===== config.mk =====
export PLATFORM = sky130hd
export DESIGN_NAME = i2s_mic_rx_flat
export DESIGN_NICKNAME = d
export VERILOG_FILES = /design/src/rtl/i2s_mic_rx_if.sv /design/src/rtl/i2s_mic_rx.sv /design/src/flat_wrapper.sv
export SDC_FILE = /design/constraint.sdc
export NUM_CORES = 1
export LEC_CHECK = 0
export ABC_AREA = 1
export CAP_MARGIN = 5
export CORE_ASPECT_RATIO = 0.5
export CORE_MARGIN = 2
export CORE_UTILIZATION = 45
export CTS_BUF_LIST = sky130_fd_sc_hd__clkbuf_4 sky130_fd_sc_hd__clkbuf_8
export DETAILED_ROUTE_END_ITERATION = 8
export GPL_ROUTABILITY_DRIVEN = 0
export PLACE_DENSITY = 0.62
export SLEW_MARGIN = 10
export SYNTH_ARGS = -nofsm -noshare
export SYNTH_HDL_FRONTEND = slang
export SYNTH_SLANG_ARGS = --single-unit

===== constraint.sdc =====
create_clock -name HCLK -period 4.3 [get_ports HCLK]
set_input_delay 0.645 -clock HCLK [delete_from_list [all_inputs] [get_ports HCLK]]
set_output_delay 0.645 -clock HCLK [all_outputs]
set_load 0.005 [all_outputs]

===== src/rtl/i2s_mic_rx_if.sv =====
`default_nettype none
// +----------------------------------------------------------------------------+
// | i2s_mic_rx_if : sample FIFO read port and overflow status of i2s_mic_rx    |
// | Rev 1.0                                                                    |
// +----------------------------------------------------------------------------+
interface i2s_mic_rx_if #(
  parameter int FIFO_DEPTH = 8
);
  localparam int c_lvl_w = $clog2(FIFO_DEPTH) + 1;

  logic               rd_en;
  logic [31:0]        rd_data;
  logic               empty;
  logic [c_lvl_w-1:0] level;
  logic               ovf;
  logic               clr_ovf;

  modport master (
    output rd_en,
    output clr_ovf,
    input  rd_data,
    input  empty,
    input  level,
    input  ovf
  );

  modport slave (
    input  rd_en,
    input  clr_ovf,
    output rd_data,
    output empty,
    output level,
    output ovf
  );
endinterface
`default_nettype wire


===== src/rtl/i2s_mic_rx.sv =====
`default_nettype none
// +----------------------------------------------------------------------------+
// | i2s_mic_rx : I2S master receiver for a mono (left-slot) MEMS microphone    |
// |              with a sign-extending first-word-fall-through sample FIFO     |
// | Rev 1.0                                                                    |
// +----------------------------------------------------------------------------+
module i2s_mic_rx #(
  parameter int CLK_DIV    = 2,
  parameter int DATA_W     = 24,
  parameter int FIFO_DEPTH = 8
) (
  input  logic        HCLK,
  input  logic        HRESETn,
  input  logic        en,
  input  logic        SD,
  output logic        SCK,
  output logic        WS,
  i2s_mic_rx_if.slave bus
);
  localparam int c_dcnt_w = (CLK_DIV > 1) ? $clog2(CLK_DIV) : 1;
  localparam int c_aw     = $clog2(FIFO_DEPTH);
  localparam int c_lvl_w  = c_aw + 1;
  localparam logic [c_dcnt_w-1:0] c_dcnt_last = c_dcnt_w'(CLK_DIV - 1);
  localparam logic [5:0]          c_last_bit  = 6'(DATA_W);
  localparam logic [c_lvl_w-1:0]  c_full      = c_lvl_w'(FIFO_DEPTH);

  logic [c_dcnt_w-1:0] r_dcnt;
  logic                r_sck;
  logic [5:0]          r_bcnt;
  logic [DATA_W-1:0]   r_sreg;
  logic                r_wr_req;
  logic [c_lvl_w-1:0]  r_wptr;
  logic [c_lvl_w-1:0]  r_rptr;
  logic                r_ovf;
  logic [31:0]         r_mem [FIFO_DEPTH];

  logic               w_tick;
  logic               w_rise;
  logic               w_fall;
  logic               w_cap;
  logic [c_lvl_w-1:0] w_level;
  logic               w_empty;
  logic               w_full;
  logic               w_rd;
  logic               w_wr_try;
  logic               w_wr;
  logic               w_ovf_set;

  assign w_tick = en && (r_dcnt == c_dcnt_last);
  assign w_rise = w_tick && !r_sck;
  assign w_fall = w_tick && r_sck;
  // Slot bit 0 is the I2S one-bit delay; bits 1..DATA_W carry the sample MSB first.
  assign w_cap  = w_rise && !r_bcnt[5] && (r_bcnt != 6'd0) && (r_bcnt <= c_last_bit);

  always_ff @(posedge HCLK or negedge HRESETn) begin
    if (!HRESETn) begin
      r_dcnt   <= '0;
      r_sck    <= 1'b0;
      r_bcnt   <= 6'd0;
      r_sreg   <= '0;
      r_wr_req <= 1'b0;
    end else if (!en) begin
      r_dcnt   <= '0;
      r_sck    <= 1'b0;
      r_bcnt   <= 6'd0;
      r_sreg   <= '0;
      r_wr_req <= 1'b0;
    end else begin
      r_wr_req <= w_cap && (r_bcnt == c_last_bit);
      if (w_tick) begin
        r_dcnt <= '0;
        r_sck  <= ~r_sck;
      end else begin
        r_dcnt <= r_dcnt + 1'b1;
      end
      if (w_fall) begin
        r_bcnt <= r_bcnt + 6'd1;
      end
      if (w_cap) begin
        r_sreg <= {r_sreg[DATA_W-2:0], SD};
      end
    end
  end

  assign w_level   = r_wptr - r_rptr;
  assign w_empty   = (w_level == '0);
  assign w_full    = (w_level == c_full);
  assign w_rd      = bus.rd_en && !w_empty;
  // A capture still pending when en drops is discarded, not written.
  assign w_wr_try  = r_wr_req && en;
  assign w_wr      = w_wr_try && (!w_full || w_rd);
  assign w_ovf_set = w_wr_try && w_full && !w_rd;

  always_ff @(posedge HCLK or negedge HRESETn) begin
    if (!HRESETn) begin
      r_wptr <= '0;
      r_rptr <= '0;
      r_ovf  <= 1'b0;
    end else begin
      if (w_wr) begin
        r_wptr <= r_wptr + 1'b1;
      end
      if (w_rd) begin
        r_rptr <= r_rptr + 1'b1;
      end
      if (w_ovf_set) begin
        r_ovf <= 1'b1;
      end else if (bus.clr_ovf) begin
        r_ovf <= 1'b0;
      end
    end
  end

  always_ff @(posedge HCLK) begin
    if (w_wr) begin
      r_mem[r_wptr[c_aw-1:0]] <= {{(32-DATA_W){r_sreg[DATA_W-1]}}, r_sreg};
    end
  end

  assign SCK         = r_sck;
  assign WS          = r_bcnt[5];
  assign bus.rd_data = w_empty ? 32'd0 : r_mem[r_rptr[c_aw-1:0]];
  assign bus.empty   = w_empty;
  assign bus.level   = w_level;
  assign bus.ovf     = r_ovf;
endmodule
`default_nettype wire


===== src/flat_wrapper.sv =====
// flat-port wrapper written by rule: the top's interface ports become plain ports
module i2s_mic_rx_flat 
#(
  parameter int CLK_DIV    = 2,
  parameter int DATA_W     = 24,
  parameter int FIFO_DEPTH = 8
)
  (HCLK, HRESETn, en, SD, SCK, WS, bus_rd_en, bus_clr_ovf, bus_rd_data, bus_empty, bus_level, bus_ovf);
  i2s_mic_rx_if #(.FIFO_DEPTH(FIFO_DEPTH)) bus_i ();
  input  logic HCLK;
  input  logic HRESETn;
  input  logic en;
  input  logic SD;
  output logic SCK;
  output logic WS;
  input wire logic [$bits(bus_i.rd_en)-1:0] bus_rd_en;
  input wire logic [$bits(bus_i.clr_ovf)-1:0] bus_clr_ovf;
  output wire logic [$bits(bus_i.rd_data)-1:0] bus_rd_data;
  output wire logic [$bits(bus_i.empty)-1:0] bus_empty;
  output wire logic [$bits(bus_i.level)-1:0] bus_level;
  output wire logic [$bits(bus_i.ovf)-1:0] bus_ovf;
  assign bus_i.rd_en = bus_rd_en;
  assign bus_i.clr_ovf = bus_clr_ovf;
  assign bus_rd_data = bus_i.rd_data;
  assign bus_empty = bus_i.empty;
  assign bus_level = bus_i.level;
  assign bus_ovf = bus_i.ovf;
  i2s_mic_rx #(.CLK_DIV(CLK_DIV), .DATA_W(DATA_W), .FIFO_DEPTH(FIFO_DEPTH)) u_core (.HCLK(HCLK), .HRESETn(HRESETn), .en(en), .SD(SD), .SCK(SCK), .WS(WS), .bus(bus_i));
endmodule

==> run summary, run 1 <==
Status = completed
Post-CTS sizing = 0
Multi-input logic area = 2606 um2
Mapped cell area = 9869 um2
H-tree levels = 2
Cell count after synthesis = 875
PortBufs = 45
RSZ-0062 raised after global routing = no
Synth Register Bits = 234
Top area cells in the synthesized netlist = edfxtp_1 (58%), dfrtp_1 (11%), nand2_1 (10%), nand3_1 (5.5%), a21oi_1 (3.2%)
Final Cycle Share = 93.75%
Synth unique cells = 31
CP Data Arrival Time = 3.39 ns
Core area = 21590 um2
Die ar. = 23210 um2
# rows = 38
Vias in the first global route = 6460
Worst Path Buf+Inv = 6
Post-Route WL = 21750 um
Worst R2R Setup Slack = 1.59 ns
Initial Utilization = 45.72%
Total track usage = 19.70%
Most numerous cell in the Yosys netlist = nand2_1
Sequential power share = 37.6%
Synthesized Nets = 889
Number of max-cap violations = 0
Final-report max-slew violation count = 0
Slowest cell on crit path = clkdlybuf4s50_1
Starting DRT DRC Count = 489
GRT overflow = 0
CP Launch Type = register
Internal power = 4.571 mW
Power per cell area = 607.1 nW/um2
# diodes = 0
Fin Setup TNS = 0 ns
DP HPWL = 11860 um
DRT Pass-1 Iters = 5
FF+latch area = 6819 um2
I/O pins = 46
Finished Core Util = 51.98%
Slew headroom = 31.93%
Fin crit period = 4.031 ns
Worst Tran Pin Value = 1.021 ns
Endpoints failing setup = 0
Top cell by count, worst path = inv_1
Antenna-violating nets left = 0
Leakage power = 4.380 nW
Grt met2 use = 30.96%
Data required time of the worst path = 3.65 ns
Mean Syn Cell Area = 11.28 um2
CTS Buffer Depth = 3
Worst hold-check path type = input port to async pin
EDFF count, synth = 192
Via/cell ratio = 5.117
Clock power share = 26.5%
Post-route clock skew = 0.01218 ns
Max Clk Rate = 248.1 MHz
WS Path Type = register to output pin
Layout cell share with drive strength beyond 1 = 12.30%
Via Count = 6360
Sw Share = 32.90%
Design Area, Final = 11220 um2
Final hold viol count = 0
Die Span X = 213.4 um
Synth top cells by count = nand2_1 (272), edfxtp_1 (192), nand3_1 (109)
Global-route wire length before repair = 34570 um
CP cell instances = inv_1 > ha_1 > inv_1 > fa_1 > inv_1 > nand2_1 > nand3_1 > inv_1 > nand3_4 > inv_4 > nor3_2 > clkdlybuf4s50_1
Clk_lat worst skew = 0.49 ns
Post-synthesis async set-or-reset flop share = 17.95%
Peak VDD IR = 337.9 uV
TritonCTS Buffers = 35
Met1 Use GR = 28.78%
# clock sinks = 234
Fin nets = 933
Hold-fix buffers at CTS = 0
Critical path peak fanout = 14
Routed len/inst = 17.50 um
Clock tree from TritonCTS = done
Combinational fraction of design power = 35.9%
Area grow syn2layout = 13.69%
Die H = 108.7 um
Sw Pwr = 2.241 mW
Crit path from = u_core.r_wptr[0]$_DFFE_PN0P_
Met3 Resource Use GR = 3.543%
Top delay family on crit path = buffers and inverters
Fill count = 1906
Largest stage delay, worst path = 0.63 ns
Busiest metal layer after global routing = met2
Yosys warning count = 0
Clock transition at path regs = 0.06 ns
Primary FF master, synth = edfxtp_1
CTS Root Cell = clkbuf_8
Total setup buffers inserted after CTS = 0
Worst R2R Start = u_core.r_wptr[0]$_DFFE_PN0P_
Post-synth top area share = 58.42%
Sequential area share after synthesis = 69.07%
Initial antenna violation count = 0
Post-placement cell area = 10520 um2
Leading area contributor after synthesis = edfxtp_1
Crit. End Element = output pin
Largest net degree at the start of global routing = 77
Number of remaining DRC errors = 0
power groups by stage:
stage	Sequential, mW	Clock, mW	Combinational [mW]
after floorplan	2.58	0	1.53
after global placement	2.61	0	2.44
after detailed placement	2.61	0	2.46
after CTS	2.56	1.85	2.48
after global routing	2.57	1.97	2.71
final	2.56	1.81	2.44
metal layers:
metal	wire length [um]	part of all wire, %	vias up
met5	0	0	-
li1	-	-	3084
met4	195	0.90	0
met1	10370	48	3065
met3	1355	6.2	21
met2	9833	45	190
area by class of cell:
class	instances	area share (%)
tap	300	3.345
clock inverter	7	0.4906
clock buffer	54	5.731
inverter	35	1.193
timing repair buffer	64	5.241
multi-input combinational	549	23.23
sequential	234	60.77
per-stage QoR:
| stage | hold slack (ns) | instances | power, mW | setup WS, ns |
|---|---|---|---|---|
| 2_1_floorplan | 0.3494 | 875 | 4.116 | 1.061 |
| 3_3_place_gp | 0.4734 | 1182 | 5.040 | 0.9040 |
| 3_5_place_dp | 0.4943 | 1182 | 5.067 | 0.7972 |
| 4_1_cts | 0.3337 | 1243 | 6.889 | 0.2530 |
| 5_1_grt | 0.4004 | 1243 | 7.248 | 0.08367 |
| 6_report | 0.3343 | 1243 | 6.812 | 0.2688 |
path summary, 6_finish.rpt:
kind                                            endpoint  cells after the start
min in group HCLK                u_core.r_dcnt$_DFF_PN0_                      1
max in group asynchronous   u_core.r_rptr[0]$_DFFE_PN0P_                      1
hold reg to reg                  u_core.r_dcnt$_DFF_PN0_                      1
setup / recovery                         bus_rd_data[26]                     12
setup reg to reg           u_core.r_mem[6][14]$_DFFE_PP_                     12
hold / removal                   u_core.r_dcnt$_DFF_PN0_                      1
registers in the layout (all words and copies together) (netlist names):
| signal | count |
|---|---|
| u_core.r_bcnt | 6 |
| u_core.r_mem | 192 |
| u_core.r_sreg | 24 |
| u_core.r_rptr | 4 |
| u_core.bus.ovf | 1 |
| u_core.SCK | 1 |
| u_core.r_dcnt | 1 |
| u_core.r_wptr | 4 |
| u_core.r_wr_req | 1 |
cell usage in the layout (no fill, tap or decap), types with 4 or more instances in the layout:
| cell type | count |
|---|---|
| nand2_1 | 272 |
| edfxtp_1 | 192 |
| nand3_1 | 109 |
| a21oi_1 | 63 |
| clkdlybuf4s50_1 | 44 |
| dfrtp_1 | 40 |
| clkbuf_8 | 38 |
| inv_1 | 32 |
| nor2_1 | 26 |
| nor3_2 | 19 |
| buf_4 | 19 |
| o21ai_0 | 18 |
| clkbuf_4 | 16 |
| nor2_2 | 9 |
| ha_1 | 7 |
| nor3_1 | 5 |
| o21ai_1 | 4 |
| clkinv_1 | 4 |
logic make-up after synthesis:
group | count (synthesis) | share of synthesized area [%]
and+or+nand+nor | 448 | 20.12
DFF | 234 | 69.07
buffers and inverters | 92 | 4.729
AOI/OAI and AO/OA | 87 | 4.463
adders and majority gates | 8 | 1.090
xor gates and xnor gates | 6 | 0.5326
worst reg2reg max path, cell delays in order (launching register included):
cell	delay, ns
dfrtp_1	0.45
inv_1	0.12
ha_1	0.14
inv_1	0.07
fa_1	0.39
inv_1	0.07
nand2_1	0.06
nand3_1	0.11
nor2_1	0.06
nand3_2	0.14
nand3_1	0.21
nor2_2	0.13
buf_4	0.40
(Power assumes the default switching activity.)
==> inputs of run 2 (changes only) <==
- CAP_MARGIN: 5 -> 25
- CTS_CLUSTER_SIZE: not set -> 12
==> run 2 against run 1 <==
Core utilization is 0.093 points higher. Setup slack better by 0.013 ns. Clock skew is 0.0011 ns lower. Non-clock buffer count is 1 higher. Wire length hardly changed. Register-to-register slack hardly changed. Total power hardly changed. Fmax is 0.33% higher. First-iteration DRC count is 11% lower. Sequential share of layout area is 0.11 points lower. Critical endpoint unchanged. Largest power group unchanged.
==> run summary, run 2 (synthesis results as in run 1) <==
Clk_lat worst skew = 0.49 ns (about the same)
Post-route clock skew = 0.01109 ns (-0.001090 ns)
I/O pins = 46 (unchanged)
Pre-CTS worst setup slack = 0.7972 ns (unchanged)
Die H = 108.7 um (unchanged)
Clock transition at path regs = 0.06 ns (about the same)
# diodes = 0 (unchanged)
Antenna-violating nets left = 0 (unchanged)
# clock sinks = 234 (unchanged)
Post-placement cell area = 10520 um2 (unchanged)
Worst Tran Pin Value = 0.8375 ns (-0.1836 ns)
Power per cell area = 606.5 nW/um2 (about the same)
Final Cycle Share = 93.44% (-0.31 points)
Final-report max-slew violation count = 0 (unchanged)
WS Path Type = register to output pin
Leakage power = 4.389 nW (+0.21%)
Global-route wire length before repair = 34570 um (unchanged)
Fin nets = 934 (+0.11%)
PortBufs = 45 (unchanged)
Core area = 21590 um2 (unchanged)
R2R Path End = u_core.r_mem[2][18]$_DFFE_PP_
Commonest non-fill, non-tap cell in the layout = nand2_1
Worst hold-check path type = input port to async pin
CTS Root Cell = clkbuf_8
Top cell by count, worst path = inv_1
Via Count = 6393 (+0.52%)
TritonCTS Buffers = 35 (unchanged)
Initial Utilization = 45.72% (unchanged)
Layout cell share with drive strength beyond 1 = 12.39% (+0.093 points)
Most frequent cells in the layout = nand2_1 (272), edfxtp_1 (192), nand3_1 (109), a21oi_1 (63), clkdlybuf4s50_1 (44)
Data required time of the worst path = 3.65 ns (about the same)
Area grow syn2layout = 13.89%
Slew headroom = 44.10% (+12 points)
GRT overflow = 0 (unchanged)
Post-Route WL = 21750 um (about the same)
Via/cell ratio = 5.139 (+0.44%)
Status = completed
Number of max-cap violations = 0 (unchanged)
CP Launch Type = register
Vias in the first global route = 6460 (unchanged)
Post-CTS sizing = 0 (unchanged)
Design Area, Final = 11240 um2 (+0.18%)
End of the critical path = bus_rd_data[26]
Max Clk Rate = 248.9 MHz (+0.33%)
Endpoints failing setup = 0 (unchanged)
Crit. End Element = output pin
Fin crit period = 4.018 ns (-0.01337 ns)
DP HPWL = 11860 um (unchanged)
Fill count = 1904 (-0.10%)
Worst R2R Start = u_core.r_wptr[0]$_DFFE_PN0P_
Total track usage = 19.70% (unchanged)
# rows = 38 (unchanged)
Routed len/inst = 17.48 um (-0.11%)
Total setup buffers inserted after CTS = 0 (unchanged)
CTS Buffer Depth = 3 (unchanged)
Die ar. = 23210 um2 (unchanged)
Largest net degree at the start of global routing = 77 (unchanged)
Hold-fix buffers at CTS = 0 (unchanged)
Fin Setup TNS = 0 ns (unchanged)
Reg2reg path depth = 12 (unchanged)
H-tree levels = 2 (unchanged)
Peak VDD IR = 337.8 uV (about the same)
Final hold viol count = 0 (unchanged)
Initial antenna violation count = 0 (unchanged)
Largest register FFs = 192 (unchanged)
DRT Pass-1 Iters = 5 (unchanged)
CP Data Arrival Time = 3.37 ns (-0.02 ns)
Slowest cell on crit path = clkdlybuf4s50_1
Die Span X = 213.4 um (unchanged)
CP cell instances = inv_1 > ha_1 > inv_1 > fa_1 > inv_1 > nand2_1 > nand3_1 > inv_1 > nand3_4 > inv_4 > nor3_2 > clkdlybuf4s50_1
Setup slack after layout = 0.2822 ns (+0.01337 ns)
Clock tree from TritonCTS = done
Crit path from = u_core.r_wptr[0]$_DFFE_PN0P_
Starting DRT DRC Count = 437 (-11%)
Critical path peak fanout = 14 (unchanged)
Largest stage delay, worst path = 0.63 ns (about the same)
RSZ-0062 raised after global routing = no
Number of remaining DRC errors = 0 (unchanged)
Worst R2R Setup Slack = 1.59 ns (about the same)
==> run 2: layout make-up <==
class                           count  area, um2  area share [%]
Inverter                           35      133.9           1.191
Clock buffer                       54      643.1           5.721
Multi-Input combinational cell    549       2606           23.19
Clock inverter                      7      55.05          0.4898
Sequential cell                   234       6819           60.66
Timing Repair Buffer               65      608.1           5.410
Tap cell                          300      375.4           3.339
==> run 2: worst min path at each step <==
stage | start | end | slack [ns] | cells after the start
floorplan | HRESETn | u_core.SCK$_DFFE_PN0P_ | 0.35 | 0
CTS | HRESETn | u_core.r_wptr[3]$_DFFE_PN0P_ | 0.33 | 1
global route | HRESETn | u_core.r_dcnt$_DFF_PN0_ | 0.0005 | 1
detailed placement | u_core.r_dcnt$_DFF_PN0_ | u_core.r_dcnt$_DFF_PN0_ | 0.49 | 1
global placement | u_core.r_dcnt$_DFF_PN0_ | u_core.r_dcnt$_DFF_PN0_ | 0.47 | 1
finish | HRESETn | u_core.r_dcnt$_DFF_PN0_ | 0.01 | 1
==> run 2: through the flow <==
stage | utilization, % | hold slack, ns | power, mW | instances
2_1_floorplan | - | 0.3494 | 4.116 | 875
3_3_place_gp | 48.75 | 0.4734 | 5.040 | 1182
4_1_cts | 51.98 | 0.3337 | 6.889 | 1243
5_1_grt | 52.08 | 0.0005241 | 7.250 | 1244
3_5_place_dp | 48.75 | 0.4943 | 5.067 | 1182
6_report | 52.08 | 0.01080 | 6.817 | 1244
==> run 2: metal layers <==
metal | vias to the layer above | part of all wire [%] | GRT usage [%]
li1 | 3089 | - | -
met1 | 3101 | 48 | 28.78
met2 | 178 | 45 | 30.96
met3 | 25 | 5.4 | 3.543
met4 | 0 | 1.0 | 4.563
met5 | - | 0 | 0
==> run 2: critical path: cells and delay by family, from the launching register on <==
kind,cells,cell delay (ns)
buffers and inverters,6,1.09
and+or+nand+nor,4,0.80
adders and majority gates,2,0.53
DFF,1,0.45
==> run 2: power breakdown <==
part           total (mW)  switching, mW  leakage [nW]  internal (mW)
sequential           2.56         0.0602          2.40           2.50
clock                1.81          0.802         0.375           1.01
combinational        2.44           1.38          1.61           1.06
total                6.82           2.24          4.39           4.57
==> inputs of run 3 (changes only) <==
- REMOVE_ABC_BUFFERS: not set -> 1
==> run 3 against run 2 <==
Largest cell class unchanged. Critical path depth is the same. Largest power group unchanged. Count of clock-buffer cells in the layout shrank 7. Critical endpoint is now bus_rd_data[25]. Clock power grew 4%.
==> run summary, run 3 (synthesis results as in run 1) <==
Worst Tran Pin Value = 0.8882 ns (+0.05063 ns)
Sw Pwr = 2.286 mW (+1.9%)
Pre-CTS worst setup slack = 0.8468 ns (+0.04960 ns)
Fin Setup TNS = 0 ns (unchanged)
Number of remaining DRC errors = 0 (unchanged)
Internal power = 4.605 mW (+0.71%)
RSZ-0062 raised after global routing = no
Power, Total = 6.892 mW (+1.1%)
Die ar. = 23210 um2 (unchanged)
Peak VDD IR = 377.0 uV (+12%)
Post-placement cell area = 10580 um2 (+0.55%)
H-tree levels = 2 (unchanged)
Design Area, Final = 11320 um2 (+0.69%)
Most frequent cells in the layout = nand2_1 (272), edfxtp_1 (192), nand3_1 (109), a21oi_1 (63), clkdlybuf4s50_1 (44)
I/O pins = 46 (unchanged)
Starting DRT DRC Count = 548 (+25%)
# rows = 38 (unchanged)
Area grow syn2layout = 14.68%
Die Span X = 213.4 um (unchanged)
Commonest non-fill, non-tap cell in the layout = nand2_1
Final-report max-slew violation count = 0 (unchanged)
Multi-input logic area = 2606 um2 (unchanged)
Final Cycle Share = 92.07% (-1.4 points)
Finished Core Util = 52.43% (+0.36 points)
Final std cells w/o fill = 1253 (+0.72%)
Data required time of the worst path = 3.65 ns (about the same)
Vias in the first global route = 6270 (-2.9%)
Critical path peak fanout = 24 (+10)
Number of max-cap violations = 0 (unchanged)
Largest stage delay, worst path = 0.60 ns (-0.03 ns)
# diodes = 0 (unchanged)
Clk_lat worst skew = 0.51 ns (+0.02 ns)
TritonCTS Buffers = 36 (+2.9%)
Layout cell share with drive strength beyond 1 = 13.01% (+0.62 points)
Sw Share = 33.18% (+0.25 points)
WS Path Type = register to output pin
Initial antenna violation count = 0 (unchanged)
Total setup buffers inserted after CTS = 0 (unchanged)
Crit. End Element = output pin
Fin crit period = 3.959 ns (-0.05895 ns)
Clock transition at path regs = 0.06 ns (about the same)
Slew headroom = 40.79% (-3.3 points)
Fin nets = 940 (+0.64%)
CTS Buffer Depth = 3 (unchanged)
Setup slack after layout = 0.3412 ns (+0.05895 ns)
CP Launch Type = register
Die H = 108.7 um (unchanged)
Status = completed
# clock sinks = 234 (unchanged)
PortBufs = 45 (unchanged)
Endpoints failing setup = 0 (unchanged)
Largest net degree at the start of global routing = 59 (-23%)
Total track usage = 19.15% (-0.55 points)
Power per cell area = 608.9 nW/um2 (+0.40%)
Fill count = 1889 (-0.79%)
Placed Cells = 1188 (+0.51%)
Routed len/inst = 17.14 um (-1.9%)
Combinational fraction of design power = 35.4% (-0.4 points)
Global-route wire length before repair = 33650 um (-2.7%)
Leakage power = 4.426 nW (+0.84%)
Largest register FFs = 192 (unchanged)
CTS Root Cell = clkbuf_8
Worst hold-check path type = input port to async pin
Clock power share = 27.4% (+0.8 points)
CP cell instances = inv_1 > ha_1 > inv_1 > fa_1 > inv_1 > nand2_1 > nand3_1 > inv_1 > nand3_4 > inv_4 > nor3_2 > clkdlybuf4s50_1
Final hold viol count = 0 (unchanged)
Clock tree from TritonCTS = done
FF+latch area = 6819 um2 (unchanged)
Max Clk Rate = 252.6 MHz (+1.5%)
Slowest cell on crit path = clkdlybuf4s50_1
GRT overflow = 0 (unchanged)
Post-CTS sizing = 0 (unchanged)
DP HPWL = 11910 um (+0.49%)
Sequential power share = 37.2% (-0.4 points)
Via/cell ratio = 5.112 (-0.53%)
Hold-fix buffers at CTS = 0 (unchanged)
CP Data Arrival Time = 3.31 ns (-0.06 ns)
Top cell by count, worst path = inv_1
DRT Pass-1 Iters = 5 (unchanged)
Post-route clock skew = 0.02160 ns (+0.01051 ns)
Hold_ws = 0.2318 ns (+0.2210 ns)
Initial Utilization = 45.72% (unchanged)
Antenna-violating nets left = 0 (unchanged)
Post-Route WL = 21480 um (-1.2%)
Core area = 21590 um2 (unchanged)
Via Count = 6405 (+0.19%)
==> run 3: cell count changes in the layout (fill, tap and decap cells not counted), sizes merged <==
cell      before  now
buf           21   26
bufinv         1    2
clkbuf        54   47
clkinv         6   14
clkinvlp       0    2
==> run 3: cell type report <==
cell class,instances,share of cell area [%]
multi-input combinational,549,23.03
clock inverter,18,1.249
sequential,234,60.25
inverter,35,1.183
timing repair buffer,70,5.704
tap,300,3.316
clock buffer,47,5.273
==> run 3: final timing paths <==
check	slack, ns	end	from	cells past startpoint
min in group HCLK	0.49	u_core.r_dcnt$_DFF_PN0_	u_core.r_dcnt$_DFF_PN0_	1
hold reg to reg	0.49	u_core.r_dcnt$_DFF_PN0_	u_core.r_dcnt$_DFF_PN0_	1
setup reg to reg	1.17	u_core.r_mem[2][7]$_DFFE_PP_	u_core.r_wptr[0]$_DFFE_PN0P_	12
setup / recovery	0.34	bus_rd_data[25]	u_core.r_wptr[0]$_DFFE_PN0P_	12
max in group asynchronous	3.59	u_core.r_rptr[1]$_DFFE_PN0P_	HRESETn	2
hold / removal	0.23	u_core.r_sreg[22]$_DFFE_PN0P_	HRESETn	2
==> run 3: metal layers <==
metal  wire length (um)  global-route usage, %
met5                  0                      0
met4                192                  4.712
met3               1326                  3.658
met2               9703                  30.19
met1              10260                  27.63
==> run 3: power by group through the flow <==
stage	logic, mW	clock network (mW)	registers [mW]
2_1_floorplan	1.16	0	2.73
3_3_place_gp	2.43	0	2.61
3_5_place_dp	2.46	0	2.61
4_1_cts	2.47	1.93	2.56
5_1_grt	2.72	2.03	2.57
6_report	2.44	1.89	2.56
==> run 3: worst max-delay path, delay by kind of cell (launching register included) <==
kind	cells	cell delay, ns
simple gates	4	0.70
buf+inv	6	1.10
fa+ha+maj	2	0.53
flops	1	0.45
